[src/rtl/clcd_pkg.sv]
// Shared types and constants for the character-LCD request arbiter.
// Latency: n/a (declarations only).
// Backpressure: n/a. Macro CLCD_INIT_SEQ_EN adds the INIT state and init table.
package clcd_pkg;

  // Default timing, in core clocks
  localparam int SETUP_CYC_DEF   = 2;
  localparam int PULSE_CYC_DEF   = 4;
  localparam int HOLD_CYC_DEF    = 2;
  localparam int EXEC_CYC_DEF    = 50;
  localparam int LONG_CYC_DEF    = 2000;
  localparam int POWERUP_CYC_DEF = 20000;

  // HD44780-style command bytes (RS=0)
  localparam logic [7:0] CMD_FUNC_SET   = 8'h38;
  localparam logic [7:0] CMD_DISP_ON    = 8'h0C;
  localparam logic [7:0] CMD_ENTRY_MODE = 8'h06;
  localparam logic [7:0] CMD_CLEAR      = 8'h01;
  localparam logic [7:0] CMD_HOME       = 8'h02;

  // Encodings are fixed so dropping INIT does not shift the others
  typedef enum logic [2:0] {
    PWRUP = 3'd0,
`ifdef CLCD_INIT_SEQ_EN
    INIT  = 3'd1,
`endif
    IDLE  = 3'd2,
    SETUP = 3'd3,
    PULSE = 3'd4,
    HOLD  = 3'd5,
    WAIT  = 3'd6
  } state_t;

  function automatic int max2(input int a, input int b);
    return (a > b) ? a : b;
  endfunction

  // Clear and home need the long execution wait
  function automatic logic is_long_cmd(input logic rs, input logic [7:0] data);
    return (rs == 1'b0) && ((data == CMD_CLEAR) || (data == CMD_HOME));
  endfunction

`ifdef CLCD_INIT_SEQ_EN
  localparam int INIT_LEN = 4;

  function automatic logic [7:0] init_cmd(input logic [1:0] idx);
    case (idx)
      2'd0:    init_cmd = CMD_FUNC_SET;
      2'd1:    init_cmd = CMD_DISP_ON;
      2'd2:    init_cmd = CMD_ENTRY_MODE;
      default: init_cmd = CMD_CLEAR;
    endcase
  endfunction
`endif

endpackage

[src/rtl/clcd_byte_timer.sv]
// Drives one latched byte onto the LCD bus: SETUP, PULSE (E high), HOLD, then execution WAIT.
// Latency: start accepted in IDLE; done pulses on the last WAIT clock, IDLE again the next clock.
// Backpressure: start is only honoured while phase_o is IDLE; callers must wait for that.
module clcd_byte_timer
  import clcd_pkg::*;
#(
  parameter int SETUP_CYC = SETUP_CYC_DEF,
  parameter int PULSE_CYC = PULSE_CYC_DEF,
  parameter int HOLD_CYC  = HOLD_CYC_DEF,
  parameter int EXEC_CYC  = EXEC_CYC_DEF,
  parameter int LONG_CYC  = LONG_CYC_DEF
) (
  input  logic       clk,
  input  logic       reset,
  input  logic       start_i,
  input  logic       rs_i,
  input  logic [7:0] data_i,
  output logic       done_o,
  output state_t     phase_o,
  output logic       lcd_e_o,
  output logic       lcd_rs_o,
  output logic [7:0] lcd_data_o
);

  localparam int MAX_CYC = max2(max2(SETUP_CYC, PULSE_CYC),
                                max2(HOLD_CYC, max2(EXEC_CYC, LONG_CYC)));
  localparam int CNT_W   = $clog2(MAX_CYC + 1);

  localparam logic [CNT_W-1:0] SETUP_LAST = CNT_W'(SETUP_CYC - 1);
  localparam logic [CNT_W-1:0] PULSE_LAST = CNT_W'(PULSE_CYC - 1);
  localparam logic [CNT_W-1:0] HOLD_LAST  = CNT_W'(HOLD_CYC - 1);
  localparam logic [CNT_W-1:0] EXEC_LAST  = CNT_W'(EXEC_CYC - 1);
  localparam logic [CNT_W-1:0] LONG_LAST  = CNT_W'(LONG_CYC - 1);

  state_t           phase_q, phase_d;
  logic [CNT_W-1:0] cnt_q, cnt_d;
  logic             rs_q, long_q;
  logic [7:0]       data_q;
  logic [CNT_W-1:0] wait_last;

  assign wait_last = long_q ? LONG_LAST : EXEC_LAST;

  // Phase sequencing; the counter restarts at zero on every phase change
  always_comb begin
    phase_d = phase_q;
    cnt_d   = cnt_q + 1'b1;
    done_o  = 1'b0;
    case (phase_q)
      IDLE: begin
        cnt_d = '0;
        if (start_i) phase_d = SETUP;
      end
      SETUP: if (cnt_q == SETUP_LAST) begin phase_d = PULSE; cnt_d = '0; end
      PULSE: if (cnt_q == PULSE_LAST) begin phase_d = HOLD;  cnt_d = '0; end
      HOLD:  if (cnt_q == HOLD_LAST)  begin phase_d = WAIT;  cnt_d = '0; end
      WAIT: if (cnt_q == wait_last) begin
        phase_d = IDLE;
        cnt_d   = '0;
        done_o  = 1'b1;
      end
      default: begin
        phase_d = IDLE;
        cnt_d   = '0;
      end
    endcase
  end

  // Phase and counter registers
  always_ff @(posedge clk or posedge reset) begin
    if (reset) begin
      phase_q <= IDLE;
      cnt_q   <= '0;
    end else begin
      phase_q <= phase_d;
      cnt_q   <= cnt_d;
    end
  end

  // Byte latch; held on the bus until the next start
  always_ff @(posedge clk or posedge reset) begin
    if (reset) begin
      rs_q   <= 1'b0;
      data_q <= 8'h00;
      long_q <= 1'b0;
    end else if ((phase_q == IDLE) && start_i) begin
      rs_q   <= rs_i;
      data_q <= data_i;
      long_q <= is_long_cmd(rs_i, data_i);
    end
  end

  assign phase_o    = phase_q;
  assign lcd_e_o    = (phase_q == PULSE);
  assign lcd_rs_o   = rs_q;
  assign lcd_data_o = data_q;

endmodule

[src/rtl/clcd_req_arbiter.sv]
// Two-requester round-robin arbiter with burst lock in front of a write-only character LCD.
// Latency: ready is combinational in IDLE; a byte occupies the bus 1+SETUP+PULSE+HOLD+EXEC/LONG clocks.
// Backpressure: requesters hold valid until ready; CLCD_INIT_SEQ_EN adds the power-on INIT table.
module clcd_req_arbiter
  import clcd_pkg::*;
#(
  parameter int SETUP_CYC   = SETUP_CYC_DEF,
  parameter int PULSE_CYC   = PULSE_CYC_DEF,
  parameter int HOLD_CYC    = HOLD_CYC_DEF,
  parameter int EXEC_CYC    = EXEC_CYC_DEF,
  parameter int LONG_CYC    = LONG_CYC_DEF,
  parameter int POWERUP_CYC = POWERUP_CYC_DEF
) (
  input  logic       clk,
  input  logic       reset,
  input  logic       req0_valid,
  input  logic       req0_rs,
  input  logic [7:0] req0_data,
  input  logic       req0_last,
  output logic       req0_ready,
  input  logic       req1_valid,
  input  logic       req1_rs,
  input  logic [7:0] req1_data,
  input  logic       req1_last,
  output logic       req1_ready,
  output logic       busy,
  output logic       grant_id,
  output logic       LCD_E,
  output logic       LCD_RS,
  output logic       LCD_RW,
  output logic [7:0] LCD_DATA
);

  localparam int               PWR_W    = $clog2(POWERUP_CYC + 1);
  localparam logic [PWR_W-1:0] PWR_LAST = PWR_W'(POWERUP_CYC - 1);

  state_t           state_q, state_d;
  logic [PWR_W-1:0] pwr_cnt_q, pwr_cnt_d;
  logic             lock_q, lock_d;           // owner is last_q while set
  logic             last_q, last_d;           // last granted requester
  logic             grant_q, grant_d;
  logic             byte_last_q, byte_last_d; // last flag of the byte on the bus
`ifdef CLCD_INIT_SEQ_EN
  logic [1:0]       idx_q, idx_d;
`endif

  logic       tmr_start, tmr_rs, tmr_done, tmr_idle;
  logic [7:0] tmr_data;
  state_t     tmr_phase;
  logic       gnt_vld, gnt_id, accept;
  logic       sel_rs, sel_last;
  logic [7:0] sel_data;

  clcd_byte_timer #(
    .SETUP_CYC (SETUP_CYC),
    .PULSE_CYC (PULSE_CYC),
    .HOLD_CYC  (HOLD_CYC),
    .EXEC_CYC  (EXEC_CYC),
    .LONG_CYC  (LONG_CYC)
  ) u_timer (
    .clk        (clk),
    .reset      (reset),
    .start_i    (tmr_start),
    .rs_i       (tmr_rs),
    .data_i     (tmr_data),
    .done_o     (tmr_done),
    .phase_o    (tmr_phase),
    .lcd_e_o    (LCD_E),
    .lcd_rs_o   (LCD_RS),
    .lcd_data_o (LCD_DATA)
  );

  assign tmr_idle = (tmr_phase == IDLE);

  // Round-robin pick, pinned to the lock owner while a burst is open
  always_comb begin
    gnt_vld = 1'b0;
    gnt_id  = 1'b0;
    if (lock_q) begin
      gnt_id  = last_q;
      gnt_vld = last_q ? req1_valid : req0_valid;
    end else if (req0_valid && req1_valid) begin
      gnt_vld = 1'b1;
      gnt_id  = ~last_q;
    end else if (req0_valid) begin
      gnt_vld = 1'b1;
    end else if (req1_valid) begin
      gnt_vld = 1'b1;
      gnt_id  = 1'b1;
    end
  end

  assign accept   = (state_q == IDLE) && tmr_idle && gnt_vld;
  assign sel_rs   = gnt_id ? req1_rs   : req0_rs;
  assign sel_data = gnt_id ? req1_data : req0_data;
  assign sel_last = gnt_id ? req1_last : req0_last;

  // Top-level sequencing: power-up delay, optional init table, then arbitration
  always_comb begin
    state_d     = state_q;
    pwr_cnt_d   = '0;
    lock_d      = lock_q;
    last_d      = last_q;
    grant_d     = grant_q;
    byte_last_d = byte_last_q;
    tmr_start   = 1'b0;
    tmr_rs      = 1'b0;
    tmr_data    = 8'h00;
`ifdef CLCD_INIT_SEQ_EN
    idx_d       = idx_q;
`endif
    case (state_q)
      PWRUP: begin
        if (pwr_cnt_q == PWR_LAST) begin
`ifdef CLCD_INIT_SEQ_EN
          state_d = INIT;
`else
          state_d = IDLE;
`endif
        end else begin
          pwr_cnt_d = pwr_cnt_q + 1'b1;
        end
      end
`ifdef CLCD_INIT_SEQ_EN
      INIT: begin
        if (tmr_idle) begin
          tmr_start = 1'b1;
          tmr_data  = init_cmd(idx_q);
        end
        if (tmr_done) begin
          if (idx_q == 2'(INIT_LEN - 1)) state_d = IDLE;
          idx_d = idx_q + 1'b1;
        end
      end
`endif
      IDLE: begin
        if (accept) begin
          tmr_start   = 1'b1;
          tmr_rs      = sel_rs;
          tmr_data    = sel_data;
          grant_d     = gnt_id;
          last_d      = gnt_id;
          byte_last_d = sel_last;
          if (!sel_last) lock_d = 1'b1;
        end
        // The burst closes only once its final byte has finished executing
        if (tmr_done && byte_last_q) lock_d = 1'b0;
      end
      default: state_d = PWRUP;
    endcase
  end

  // State registers
  always_ff @(posedge clk or posedge reset) begin
    if (reset) begin
      state_q     <= PWRUP;
      pwr_cnt_q   <= '0;
      lock_q      <= 1'b0;
      last_q      <= 1'b1;
      grant_q     <= 1'b0;
      byte_last_q <= 1'b0;
`ifdef CLCD_INIT_SEQ_EN
      idx_q       <= 2'd0;
`endif
    end else begin
      state_q     <= state_d;
      pwr_cnt_q   <= pwr_cnt_d;
      lock_q      <= lock_d;
      last_q      <= last_d;
      grant_q     <= grant_d;
      byte_last_q <= byte_last_d;
`ifdef CLCD_INIT_SEQ_EN
      idx_q       <= idx_d;
`endif
    end
  end

  assign req0_ready = accept && !gnt_id;
  assign req1_ready = accept &&  gnt_id;
  assign busy       = (state_q != IDLE) || !tmr_idle;
  assign grant_id   = accept ? gnt_id : grant_q;
  assign LCD_RW     = 1'b0;

endmodule

[config.mk]
export PLATFORM = sky130hd
export DESIGN_NAME = clcd_req_arbiter
export DESIGN_NICKNAME = d
export VERILOG_FILES = /design/src/rtl/clcd_pkg.sv /design/src/rtl/clcd_byte_timer.sv /design/src/rtl/clcd_req_arbiter.sv
export SDC_FILE = /design/constraint.sdc
export NUM_CORES = 1
export LEC_CHECK = 0
export CELL_PAD_IN_SITES_DETAIL_PLACEMENT = 0
export CELL_PAD_IN_SITES_GLOBAL_PLACEMENT = 1
export CORE_ASPECT_RATIO = 2
export CORE_MARGIN = 2
export CORE_UTILIZATION = 37
export DETAILED_ROUTE_END_ITERATION = 12
export PLACE_DENSITY = 0.8
export SKIP_CTS_REPAIR_TIMING = 1
export SKIP_LAST_GASP = 1
export SYNTH_ARGS = -nofsm -noshare
export SYNTH_HDL_FRONTEND = slang
export SYNTH_SLANG_ARGS = --single-unit
[constraint.sdc]
create_clock -name clk -period 1.55 [get_ports clk]
set_input_delay 0.31 -clock clk [delete_from_list [all_inputs] [get_ports clk]]
set_output_delay 0.31 -clock clk [all_outputs]
set_load 0.03 [all_outputs]
==> metrics.md <==
| Metric | Value |
|---|---|
| Vias in the first global route | about 2200 |
| Post-synth top area share | between 40% and 50% |
| Sequential fraction of the synthesis area | 46.4% |
| Library cells used by synthesis | 50 |
| Commonest cells in the netlist | 44 x nor2_1, 42 x dfrtp_1, 17 x xor2_1, 16 x a21oi_1, 11 x mux2i_1 |
| R2R cell count | 6 |
| Die area | slightly above 7000 um^2 |
| CP Buf/Inv Count | 2 |
| CP required | between 1 and 1.5 ns |
| Fmax | approximately 520 MHz |
| Largest family of logic cells by synthesized area | simple AND/OR/NAND/NOR gates |
| Synth warn | 0 |
| Total Nets Final | 361 |
| Simple-Gate Fraction of Synth Area | around a quarter |
| Number of synthesized flops with an enable pin | 0 |
| Fin worst setup slack | -0.364 ns |
| Power per cell area | ~700 nW/um^2 |
| Post-DR vias/cell | 5.01 |
| Routed WL | slightly below 6 mm |
| Initial Utilization | between 30% and 40% |
| Post-synth net total | around 270 |
| Global Route Usage Sum | approximately 17% |
| Clock root buffer | clkbuf_16 |
| ANT cells | 0 |
| Global-route wire length before repair | roughly 9.4 mm |
| Grt total ovfl | 0 |
| Register bit total from synthesis | 44 |
| Clk pin slew, worst setup/hold paths | approximately 0.060 ns |
| Top cells by area, synth | dfrtp_1 44%, nor2_1 7.0%, xor2_1 6.3% |
| Placer Congestion | approximately 0.83 |
| Area Overhead vs Synth | 50.8% |
| Post-synthesis mux area share | under 10% |
| Status | finished with violations |
| Critical-path top delay cell | dfstp_2 |
| WS Path Type | flop to primary output |
| Filler Cell Count | 555 |
| CP peak stage delay | roughly 0.56 ns |
| Clock sink total | 44 |
| Max-cap violation count | 0 |
| I/O pins | 39 |
| Largest net degree at the start of global routing | 45 |
| Crit-path max FO | 4 |
| Post-synth top area cell | dfrtp_1 |
| Count leader, synth | nor2_1 |
| CP dominant cell by count | buf_6 |
| Critical Path Stages | 5 |
| Mapped cell area | about 2400 um^2 |
| Post-synthesis cell count | between 200 and 250 |
| Setup TNS | -4.41 ns |
| PortBufs | 37 |
| HP Class | input port to asynchronous set/reset pin |
| Worst Setup Start Kind | flop |
| Failing checks | negative setup slack |
| Xor/xnor share of the synthesized area | slightly below 8% |
| Share of layout cells above drive strength 1 | approximately 29% |
| Clk buf depth | 2 |
| Core area | 6260 um^2 |
| Drt first-iter violations | 31 |
| Most used flip-flop cell after synthesis | dfrtp_1 |
| Clock latency on the worst-skew pair | between 0.2 and 0.3 ns |
| Delay-heaviest family, CP | flip-flops |
| Final hold violations | 0 |
| Residual DRC | 0 |
| Antenna-violating nets left | 0 |
| Post-synthesis compound-gate area fraction | 12.5% |
| Die X | approximately 61 um |
| Adder-Cell Fraction of Synth Area | under 10% |
| Max-slew violation count | 0 |
| CP endpoint kind | primary output |
| 1st-pass router iterations | 4 |
| # rows | between 40 and 50 |
| Post-synth ARST share | 100% |
| Pwr Total | roughly 2.5 mW |
| VDD IR max | between 0.7 and 0.8 mV |
| Static leakage | roughly 1.7 nW |
| Die height | roughly 120 um |
| Clock buffer count from CTS | 5 |
| Critical path arrival | ~1.6 ns |
| Wire per inst | 13.9 um |
| Fin crit period | about 1.9 ns |
| Final setup violation count | 31 |
| Final Cycle Share | 123% |
| Mean Syn Cell Area | a little under 10 um^2 |
| Cell chain of the critical path | mux2i_2 > a211oi_4 > buf_6 > o21ai_4 > buf_6 |
| H-tree depth | 2 |
| DR vias | 2111 |
| Setup Skew | about 0.0045 ns |
| DP Wirelength | 4.32 mm |
| CTS tree | built |
| Initial antenna violation count | 0 |
| RSZ-0062 raised after global routing | yes |
-- worst reg2reg max path, stage by stage (launching register included) --
cell      delay (ns)
dfrtp_1         0.41
nor4_4          0.41
a311oi_2        0.16
a22oi_2         0.21
buf_4           0.16
nand3b_1        0.10
a31o_2          0.24
-- registers in the layout, summed over array words and instances, names as in the netlist --
| signal | count |
|---|---|
| state_q | 1 |
| u_timer.long_q | 1 |
| pwr_cnt_q | 15 |
| u_timer.cnt_q | 11 |
| u_timer.lcd_data_o | 8 |
| last_q | 1 |
| grant_q | 1 |
| u_timer.phase_o | 3 |
| lock_q | 1 |
| u_timer.lcd_rs_o | 1 |
| byte_last_q | 1 |
-- final timing paths --
kind,start,end,slack (ns)
setup / recovery,last_q$_DFFE_PP1P_,grant_id,-0.36
hold / removal,reset,pwr_cnt_q[8]$_DFF_PP0_,0.36
setup reg to reg,u_timer.cnt_q[6]$_DFF_PP0_,u_timer.cnt_q[4]$_DFF_PP0_,-0.26
hold reg to reg,u_timer.lcd_data_o[0]$_DFFE_PP0P_,u_timer.lcd_data_o[0]$_DFFE_PP0P_,0.52
max in group asynchronous,reset,last_q$_DFFE_PP1P_,0.91
min in group clk,u_timer.lcd_data_o[0]$_DFFE_PP0P_,u_timer.lcd_data_o[0]$_DFFE_PP0P_,0.52
-- area by class of cell --
cell class / instances / area [um^2] / area share, %
multi-input cells: 182 / 1320 / 36.8
clock inverters: 2 / 10.0 / 0.279
repair buffers: 92 / 867 / 24.2
well taps: 86 / 108 / 3.00
inverters: 9 / 36.3 / 1.01
flip-flops and latches: 44 / 1100 / 30.8
clock buffers: 6 / 139 / 3.88
-- cells by family (layout without fill, tap and decap cells) --
family,after synthesis,in the layout
AO/OA/AOI/OAI,42,43
XOR/XNOR,21,21
adder cells (fa/ha/maj),3,3
buffers and inverters,16,109
flip-flops,44,44
multiplexers,11,11
other,1,1
AND/OR/NAND/NOR,103,103
-- placed cells by master, fill, tap and decap left out, types with 5 or more instances in the layout --
master | netlist | final
buf_4 | 1 | 47
nor2_1 | 44 | 42
dfrtp_1 | 42 | 42
clkdlybuf4s50_1 | 0 | 23
xor2_1 | 17 | 17
a21oi_1 | 16 | 14
mux2i_1 | 11 | 10
dlymetal6s2s_1 | 0 | 9
buf_6 | 1 | 9
nand4_1 | 8 | 8
nand2_1 | 8 | 8
inv_1 | 9 | 7
nand3_1 | 8 | 6
clkbuf_16 | 0 | 6
nand2b_1 | 7 | 5
-- stage by stage --
step	setup WS, ns	area [um^2]	instances	hold WS [ns]	utilization [%]
after global routing	-0.419	3580	421	0.393	57.3
final	-0.364	3580	421	0.361	57.3
after detailed placement	-0.395	3200	401	0.517	51.1
after global placement	-0.371	3200	401	0.509	51.1
after floorplan	-0.194	2410	241	0.453	-
after CTS	-0.424	3350	409	0.379	53.5
-- per-layer routing --
| layer | part of all wire [%] | wire length, um | global-route usage (%) |
|---|---|---|---|
| met1 | 35 | 2050 | 16.1 |
| met2 | 61 | 3570 | 33.5 |
| met3 | 2.4 | 140 | 3.53 |
| met4 | 1.9 | 109 | 6.52 |
| met5 | 0 | 0 | 0 |
-- where the power goes --
group | internal, mW | switching, mW
logic | 0.129 | 0.134
registers | 1.17 | 0.0156
clock network | 0.635 | 0.424
Note: power is estimated with default switching activity, not from simulation.
